[src/rtl/mdu_pkg.sv]
// mdu_pkg: operation codes, FSM state type and op-class helpers for the multiply/divide unit.
package mdu_pkg;

    localparam logic [3:0] MDU_MULT  = 4'd0;
    localparam logic [3:0] MDU_MULTU = 4'd1;
    localparam logic [3:0] MDU_DIV   = 4'd2;
    localparam logic [3:0] MDU_DIVU  = 4'd3;
    localparam logic [3:0] MDU_MFHI  = 4'd4;
    localparam logic [3:0] MDU_MFLO  = 4'd5;
    localparam logic [3:0] MDU_MTHI  = 4'd6;
    localparam logic [3:0] MDU_MTLO  = 4'd7;

    typedef enum logic [1:0] {
        S_IDLE = 2'd0,
        S_CALC = 2'd1,
        S_FIX  = 2'd2
    } mdu_state_e;

    // MULT/MULTU/DIV/DIVU occupy codes 0..3
    function automatic logic is_muldiv(input logic [3:0] op);
        return op[3:2] == 2'b00;
    endfunction

    function automatic logic is_signed_op(input logic [3:0] op);
        return op == MDU_MULT || op == MDU_DIV;
    endfunction

endpackage

[src/rtl/mdu_step.sv]
// mdu_step: one combinational iteration of shift-add multiply or restoring divide.
//   is_div : 1 selects restoring-divide step, 0 selects shift-add step
//   acc_i  : accumulator, [2W:W] partial sum / remainder, [W-1:0] multiplier / quotient bits
//   b      : multiplicand (multiply) or divisor (divide) magnitude
//   acc_o  : accumulator after one step
module mdu_step
    import mdu_pkg::*;
#(
    parameter int WIDTH = 32
) (
    input  logic               is_div,
    input  logic [2*WIDTH:0]   acc_i,
    input  logic [WIDTH-1:0]   b,
    output logic [2*WIDTH:0]   acc_o
);

    logic [WIDTH:0]   sum;
    logic [WIDTH+1:0] diff;
    logic [2*WIDTH:0] mul_acc;
    logic [2*WIDTH:0] shifted;

    always_comb begin
        // add multiplicand under the current multiplier bit, then shift the whole accumulator right
        sum     = acc_i[2*WIDTH:WIDTH] + (acc_i[0] ? {1'b0, b} : {(WIDTH+1){1'b0}});
        mul_acc = {1'b0, sum, acc_i[WIDTH-1:1]};
        // shift next dividend bit into the remainder and trial-subtract; borrow means restore
        shifted = {acc_i[2*WIDTH-1:0], 1'b0};
        diff    = {1'b0, shifted[2*WIDTH:WIDTH]} - {2'b00, b};
        acc_o   = !is_div ? mul_acc :
                  diff[WIDTH+1] ? shifted : {diff[WIDTH:0], shifted[WIDTH-1:1], 1'b1};
    end

endmodule

[src/rtl/mdu.sv]
// mdu: iterative multiply/divide unit with HI/LO registers, one operand bit per cycle.
//   clk, rst (async, active-low)
//   start, op, in1, in2 : issue strobe, operation, rs/rt operands
//   cancel              : abort an operation in flight
//   busy, done, div_zero: in flight, HI/LO just written by MULT/DIV, last divide had zero divisor
//   hi, lo, result      : architectural registers and MFHI/MFLO read port
module mdu
    import mdu_pkg::*;
#(
    parameter int WIDTH = 32
) (
    input  logic             clk,
    input  logic             rst,
    input  logic             start,
    input  logic [3:0]       op,
    input  logic [WIDTH-1:0] in1,
    input  logic [WIDTH-1:0] in2,
    input  logic             cancel,
    output logic             busy,
    output logic             done,
    output logic             div_zero,
    output logic [WIDTH-1:0] hi,
    output logic [WIDTH-1:0] lo,
    output logic [WIDTH-1:0] result
);

    localparam int CW = $clog2(WIDTH + 1);
    localparam int AW = 2 * WIDTH + 1;

    mdu_state_e       state_q, state_d;
    logic [CW-1:0]    cnt_q, cnt_d;
    logic [AW-1:0]    acc_q, acc_d, acc_step;
    logic [WIDTH-1:0] b_q, b_d;
    logic [WIDTH-1:0] hi_q, hi_d;
    logic [WIDTH-1:0] lo_q, lo_d;
    logic             is_div_q, is_div_d;
    logic             neg_p_q, neg_p_d;
    logic             neg_r_q, neg_r_d;
    logic             dz_q, dz_d;
    logic             done_q, done_d;
    logic             div_zero_q, div_zero_d;
    logic             sa, sb, op_div;
    logic [WIDTH-1:0] mag_a, mag_b, quo, rem;
    logic [2*WIDTH-1:0] prod;

    mdu_step #(.WIDTH(WIDTH)) u_step (
        .is_div (is_div_q),
        .acc_i  (acc_q),
        .b      (b_q),
        .acc_o  (acc_step)
    );

    always_comb begin
        sa     = is_signed_op(op) & in1[WIDTH-1];
        sb     = is_signed_op(op) & in2[WIDTH-1];
        mag_a  = sa ? -in1 : in1;
        mag_b  = sb ? -in2 : in2;
        op_div = op == MDU_DIV || op == MDU_DIVU;
        // sign fix-up: product and quotient follow sign mismatch, remainder follows dividend
        prod   = neg_p_q ? -acc_q[2*WIDTH-1:0] : acc_q[2*WIDTH-1:0];
        quo    = neg_p_q ? -acc_q[WIDTH-1:0] : acc_q[WIDTH-1:0];
        rem    = neg_r_q ? -acc_q[2*WIDTH-1:WIDTH] : acc_q[2*WIDTH-1:WIDTH];
        state_d    = state_q;
        cnt_d      = cnt_q;
        acc_d      = acc_q;
        b_d        = b_q;
        hi_d       = hi_q;
        lo_d       = lo_q;
        is_div_d   = is_div_q;
        neg_p_d    = neg_p_q;
        neg_r_d    = neg_r_q;
        dz_d       = dz_q;
        done_d     = 1'b0;
        div_zero_d = div_zero_q;
        case (state_q)
            S_IDLE: begin
                if (start && !cancel) begin
                    hi_d = op == MDU_MTHI ? in1 : hi_q;
                    lo_d = op == MDU_MTLO ? in1 : lo_q;
                    if (is_muldiv(op)) begin
                        state_d    = S_CALC;
                        cnt_d      = CW'(WIDTH);
                        // low half holds the bits consumed per step: multiplier or dividend
                        acc_d      = {{(WIDTH+1){1'b0}}, op_div ? mag_a : mag_b};
                        b_d        = op_div ? mag_b : mag_a;
                        is_div_d   = op_div;
                        neg_p_d    = sa ^ sb;
                        neg_r_d    = sa;
                        dz_d       = op_div && in2 == '0;
                        div_zero_d = 1'b0;
                    end
                end
            end
            S_CALC: begin
                if (cancel) begin
                    state_d = S_IDLE;
                end else begin
                    acc_d   = acc_step;
                    cnt_d   = cnt_q - 1'b1;
                    state_d = cnt_q == CW'(1) ? S_FIX : S_CALC;
                end
            end
            S_FIX: begin
                state_d = S_IDLE;
                if (!cancel) begin
                    hi_d       = is_div_q ? rem : prod[2*WIDTH-1:WIDTH];
                    lo_d       = is_div_q ? quo : prod[WIDTH-1:0];
                    done_d     = 1'b1;
                    div_zero_d = dz_q;
                end
            end
            default: state_d = S_IDLE;
        endcase
    end

    always_ff @(posedge clk or negedge rst) begin
        if (!rst) begin
            state_q    <= S_IDLE;
            cnt_q      <= '0;
            acc_q      <= '0;
            b_q        <= '0;
            hi_q       <= '0;
            lo_q       <= '0;
            is_div_q   <= 1'b0;
            neg_p_q    <= 1'b0;
            neg_r_q    <= 1'b0;
            dz_q       <= 1'b0;
            done_q     <= 1'b0;
            div_zero_q <= 1'b0;
        end else begin
            state_q    <= state_d;
            cnt_q      <= cnt_d;
            acc_q      <= acc_d;
            b_q        <= b_d;
            hi_q       <= hi_d;
            lo_q       <= lo_d;
            is_div_q   <= is_div_d;
            neg_p_q    <= neg_p_d;
            neg_r_q    <= neg_r_d;
            dz_q       <= dz_d;
            done_q     <= done_d;
            div_zero_q <= div_zero_d;
        end
    end

    assign busy     = state_q != S_IDLE;
    assign done     = done_q;
    assign div_zero = div_zero_q;
    assign hi       = hi_q;
    assign lo       = lo_q;
    assign result   = op == MDU_MFHI ? hi_q : op == MDU_MFLO ? lo_q : '0;

endmodule

[config.mk]
export PLATFORM = sky130hd
export DESIGN_NAME = mdu
export DESIGN_NICKNAME = d
export VERILOG_FILES = /design/src/rtl/mdu_pkg.sv /design/src/rtl/mdu_step.sv /design/src/rtl/mdu.sv
export SDC_FILE = /design/constraint.sdc
export NUM_CORES = 1
export LEC_CHECK = 0
export CAP_MARGIN = 5
export CORE_UTILIZATION = 59
export CTS_CLUSTER_DIAMETER = 120
export DETAILED_ROUTE_END_ITERATION = 6
export HOLD_SLACK_MARGIN = 0.05
export PLACE_DENSITY = 0.83
export SLEW_MARGIN = 0
export SYNTH_ARGS = -nofsm -noshare
export SYNTH_HDL_FRONTEND = slang
export SYNTH_SLANG_ARGS = --single-unit
[constraint.sdc]
create_clock -name clk -period 4.99 [get_ports clk]
set_input_delay 0.998 -clock clk [delete_from_list [all_inputs] [get_ports clk]]
set_output_delay 0.998 -clock clk [all_outputs]
set_load 0.005 [all_outputs]
==> metrics.sh <==
TIMING.SLEW.HEADROOM_PCT=24.70
SYNTH_ENABLE_FLOP_CELLS=0
CAP_VIOLATIONS=0
ANTENNA_CELLS=0
INITIAL_CORE_UTIL_PCT=60.30
CTS_HTREE_LEVELS=4
CTS_RESIZED=0
SYNTH_TOP_CELL_BY_AREA='sky130_fd_sc_hd__dfrtp_1'
NUM_IO_PINS=171
GRT_SETUP_UNREPAIRED='false'
SYNTH.TOP_CELLS.BY_AREA='sky130_fd_sc_hd__dfrtp_1 (28%), sky130_fd_sc_hd__o21ai_0 (7.0%), sky130_fd_sc_hd__a21oi_1 (6.7%), sky130_fd_sc_hd__nand2_1 (6.0%), sky130_fd_sc_hd__xnor2_1 (5.7%)'
PLACE.GP.CONGESTION=0.9945
WORST-PATH-MAX-FANOUT=16
FLOORPLAN.DIE_AREA_UM2=27290
REPORT.FINAL.HOLD_VIOL_COUNT=0
WORSTHOLDPATHTYPE='flip-flop to flip-flop'
CRITICAL_PATH_START_TYPE='flip-flop'
CRITICAL_PATH_CLASS='flip-flop to flip-flop'
POST_CTS.REPAIR.SETUP_BUFFERS=0
VDD_IR_DROP_MAX_uV=354.9
CTS-ROOT-BUF='sky130_fd_sc_hd__clkbuf_16'
SWITCHING_POWER_uW=4445
MAX_SLEW.WORST_PIN.SLEW_NS=1.127
SLOWEST_STAGE='sky130_fd_sc_hd__a2111oi_0'
CTS-ROOT-TO-SINK-BUFFERS=2
ANT_NETS=0
POST_SYNTH_INST_COUNT=2111
ARRIVAL_NS=4.85
RUN_STATUS='finished, violations left'
GRT_PASS1_WL_MM=86.60
YS_WARN_COUNT=0
SYNTH.AVG_CELL_AREA_UM2=7.443
FINAL_MAX_SLEW_VIOL_COUNT=0
VIA_COUNT_OF_THE_FIRST_GLOBAL_ROUTING_PASS=15660
CLOCK_POWER_SHARE_PCT=14.7
FAILED_CHECKS='DRC'
CHIPHEIGHT_UM=165.2
SYNTH-SEQ-AREA-SHARE_PCT=27.87
SYNTH_TOP_FLOP_CELL='sky130_fd_sc_hd__dfrtp_1'
AREA.GROWTH.SYNTH_TO_FINAL_PCT=15.93
CTS_TREE='done'
SETUP-TNS-FINAL_NS=0
GRT_ANTENNA_BEFORE_REPAIR=0
POST_CTS_HOLD_BUFFER_COUNT=0
SWSHARE_PCT=49.02
ENDPOINT_KIND='flip-flop'
FINAL.SETUP_SKEW_NS=0.01108
POSTSYNTHREGISTERBITS=175
SYNTH_ASYNC_SR_FLOP_SHARE_PCT=100.0
TIMING.CRITICAL_PATH.CELLS='inv_1, nor2_1, ha_1, o211ai_1, a21oi_1, o21ai_0, or4_1, a2111oi_0, nor4b_1, o21a_1, a41oi_1, o2111ai_1, a221oi_1'
CHIPWIDTH_UM=165.2
TIMING.FINAL.CRIT_SHARE_PCT=90.34
LARGEST_NET_DEGREE_AT_THE_START_OF_GLOBAL_ROUTING=112
DETAILED_PLACE_HPWL_MM=42.76
YOSYSUNIQUECELLTYPES=66
UTILIZATION_PCT=69.90
CTS_BUFFERS=17
FLOORPLAN.ROWS=59
LAYOUT.CELL_AREA.NON_FILLER_UM2=18220
GLOBALROUTETOTALUTIL_PCT=41.79
DRT-PASS1-ITER-COUNT=7
POWER_FRAC_SEQ_PCT=29.0
WORST_EP_REQUIRED_TIME_NS=5.33
PLACE_AREA_UM2=17640
NUM-FILL-CELLS=2140
CTS_SINKS=175
DRT-WIRELENGTH-PER-CELL_UM=22.44
CELLPOWERDENSITY_nW_PER_UM2=497.7
DR.FIRST_ITER.DRC_COUNT=2436
TIMING.FINAL.SETUP_VIOLATIONS=0
CLK-INSERTION-DELAY-LATE_NS=0.44
VIAS_PER_CELL=6.728
VIAS=17130
CELL_INTERNAL_PWR_uW=4622
TOTALWIRELENGTH_MM=57.13
LEAKAGE_uW=0.007491
SYN_AREA_UM2=15710
GRT_RESIDUAL_OVERFLOW=0
ACHIEVABLE-FREQUENCY_GHz=0.2218
MAX_STAGE_DELAY_NS=0.76
DRC=1
SYNTHDOMINANTCELLAREASHARE_PCT=27.87
CLK_PIN_SLEW_WORST_PATHS_NS=0.07
FLOORPLAN.CORE_AREA_UM2=26060
POST-ROUTE-MIN-PERIOD_NS=4.508
PWR-SHARE-COMB_PCT=56.3
SYNTH_FP_NETS=2255
NUMPORTBUFFERS=170
NUM-NETS-FINAL=2343
LAYOUT_CELL_SHARE_WITH_DRIVE_STRENGTH_BEYOND_1_PCT=4.749
## worst max-delay path, delay by kind of cell (launching register included)
kind	cells	cell delay (ns)
compound gates	8	2.22
simple gates	3	0.85
buf+inv	1	0.49
flops	1	0.46
fa+ha+maj	1	0.38
## Yosys cell counts, types with 8 or more instances
cell / instances
sky130_fd_sc_hd__a211oi_1: 23
sky130_fd_sc_hd__a21boi_0: 8
sky130_fd_sc_hd__a21o_1: 23
sky130_fd_sc_hd__a21oi_1: 211
sky130_fd_sc_hd__a22o_1: 35
sky130_fd_sc_hd__a22oi_1: 12
sky130_fd_sc_hd__a31oi_1: 30
sky130_fd_sc_hd__and2_1: 19
sky130_fd_sc_hd__and3_1: 12
sky130_fd_sc_hd__clkbuf_1: 130
sky130_fd_sc_hd__dfrtp_1: 175
sky130_fd_sc_hd__ha_1: 70
sky130_fd_sc_hd__inv_1: 69
sky130_fd_sc_hd__mux2i_1: 45
sky130_fd_sc_hd__nand2_1: 253
sky130_fd_sc_hd__nand2b_1: 18
sky130_fd_sc_hd__nand3_1: 55
sky130_fd_sc_hd__nor2_1: 225
sky130_fd_sc_hd__nor2b_1: 11
sky130_fd_sc_hd__nor3_1: 41
sky130_fd_sc_hd__nor4_1: 27
sky130_fd_sc_hd__o211ai_1: 32
sky130_fd_sc_hd__o21ai_0: 220
sky130_fd_sc_hd__o21bai_1: 10
sky130_fd_sc_hd__o31a_1: 8
sky130_fd_sc_hd__o31ai_1: 32
sky130_fd_sc_hd__o41ai_1: 10
sky130_fd_sc_hd__or2_2: 13
sky130_fd_sc_hd__or3_1: 19
sky130_fd_sc_hd__or4_1: 17
sky130_fd_sc_hd__xnor2_1: 102
sky130_fd_sc_hd__xor2_1: 66
## final cells by class
type / count / area (µm²) / area share, %
clock buffers: 17 / 425.4 / 2.335
clock inverters: 14 / 147.6 / 0.8106
inverters: 69 / 259.0 / 1.422
multi-input cells: 1731 / 10610 / 58.24
flip-flops and latches: 175 / 4383 / 24.06
well taps: 335 / 419.2 / 2.301
repair buffers: 205 / 1973 / 10.83
## metrics by stage
stage | setup WS, ns | hold slack (ns) | instances | total power, µW
2_1_floorplan | 1.428 | 0.4497 | 2111 | 5835
4_1_cts | 0.6245 | 0.4938 | 2546 | 8869
3_3_place_gp | 0.8068 | 0.4676 | 2515 | 7391
3_5_place_dp | 0.7032 | 0.4760 | 2515 | 7535
5_1_grt | 0.3366 | 0.4956 | 2546 | 9613
6_report | 0.4821 | 0.4904 | 2546 | 9066
## power groups by stage
stage,Clock (µW),Sequential (µW),Combinational (µW)
floorplan,0,2230,3610
global placement,0,2570,4820
detailed placement,0,2600,4930
CTS,1330,2570,4970
global route,1370,2650,5590
finish,1330,2630,5110
## registers in the layout, summed over array words and instances, names as in the netlist, 2 cells and up
register	cells
cnt_q	6
b_q	32
acc_q	65
state_q	2
lo	32
hi	32
## final timing paths
check,start,to,slack [ns],cells past startpoint
worst min-delay path,b_q[16]$_DFFE_PN0P_,b_q[16]$_DFFE_PN0P_,0.49,2
min in group asynchronous,rst,hi[25]$_DFFE_PN0P_,0.70,1
worst max register to register,acc_q[0]$_DFFE_PN0P_,acc_q[59]$_DFFE_PN0P_,0.48,13
worst min register to register,b_q[16]$_DFFE_PN0P_,b_q[16]$_DFFE_PN0P_,0.49,2
worst max-delay path,acc_q[0]$_DFFE_PN0P_,acc_q[59]$_DFFE_PN0P_,0.48,13
max in group asynchronous,rst,b_q[12]$_DFFE_PN0P_,3.32,2
## logic make-up after synthesis
| group | share of synthesized area, % |
|---|---|
| AO/OA/AOI/OAI | 27.61 |
| XOR/XNOR | 9.365 |
| adder cells (fa/ha/maj) | 5.829 |
| flip-flops | 27.87 |
| buffers and inverters | 4.913 |
| AND/OR/NAND/NOR | 21.26 |
| multiplexers | 3.153 |
## layer usage
layer  global-route usage [%]  up-vias  part of all wire (%)
li1                         -     7756                     -
met1                    56.16     7954                    39
met2                    60.65     1195                    42
met3                    9.291      225                    13
met4                    26.27        0                   6.4
met5                        0        -                     0
## layout by cell type (no fill, tap or decap), types with 27 or more instances in the layout
cell                              netlist  final
sky130_fd_sc_hd__a22o_1                35     35
sky130_fd_sc_hd__nor3_1                41     39
sky130_fd_sc_hd__buf_4                  0     34
sky130_fd_sc_hd__nor4_1                27     27
sky130_fd_sc_hd__clkdlybuf4s50_1        0    168
sky130_fd_sc_hd__o211ai_1              32     32
sky130_fd_sc_hd__o21ai_0              220    219
sky130_fd_sc_hd__dfrtp_1              175    174
sky130_fd_sc_hd__nand3_1               55     55
sky130_fd_sc_hd__o31ai_1               32     32
sky130_fd_sc_hd__xnor2_1              102    102
sky130_fd_sc_hd__ha_1                  70     70
sky130_fd_sc_hd__a31oi_1               30     30
sky130_fd_sc_hd__nand2_1              253    253
sky130_fd_sc_hd__inv_1                 69     69
sky130_fd_sc_hd__xor2_1                66     66
sky130_fd_sc_hd__a21oi_1              211    211
sky130_fd_sc_hd__mux2i_1               45     45
sky130_fd_sc_hd__nor2_1               225    224
Power figures use the tool's default switching activity.
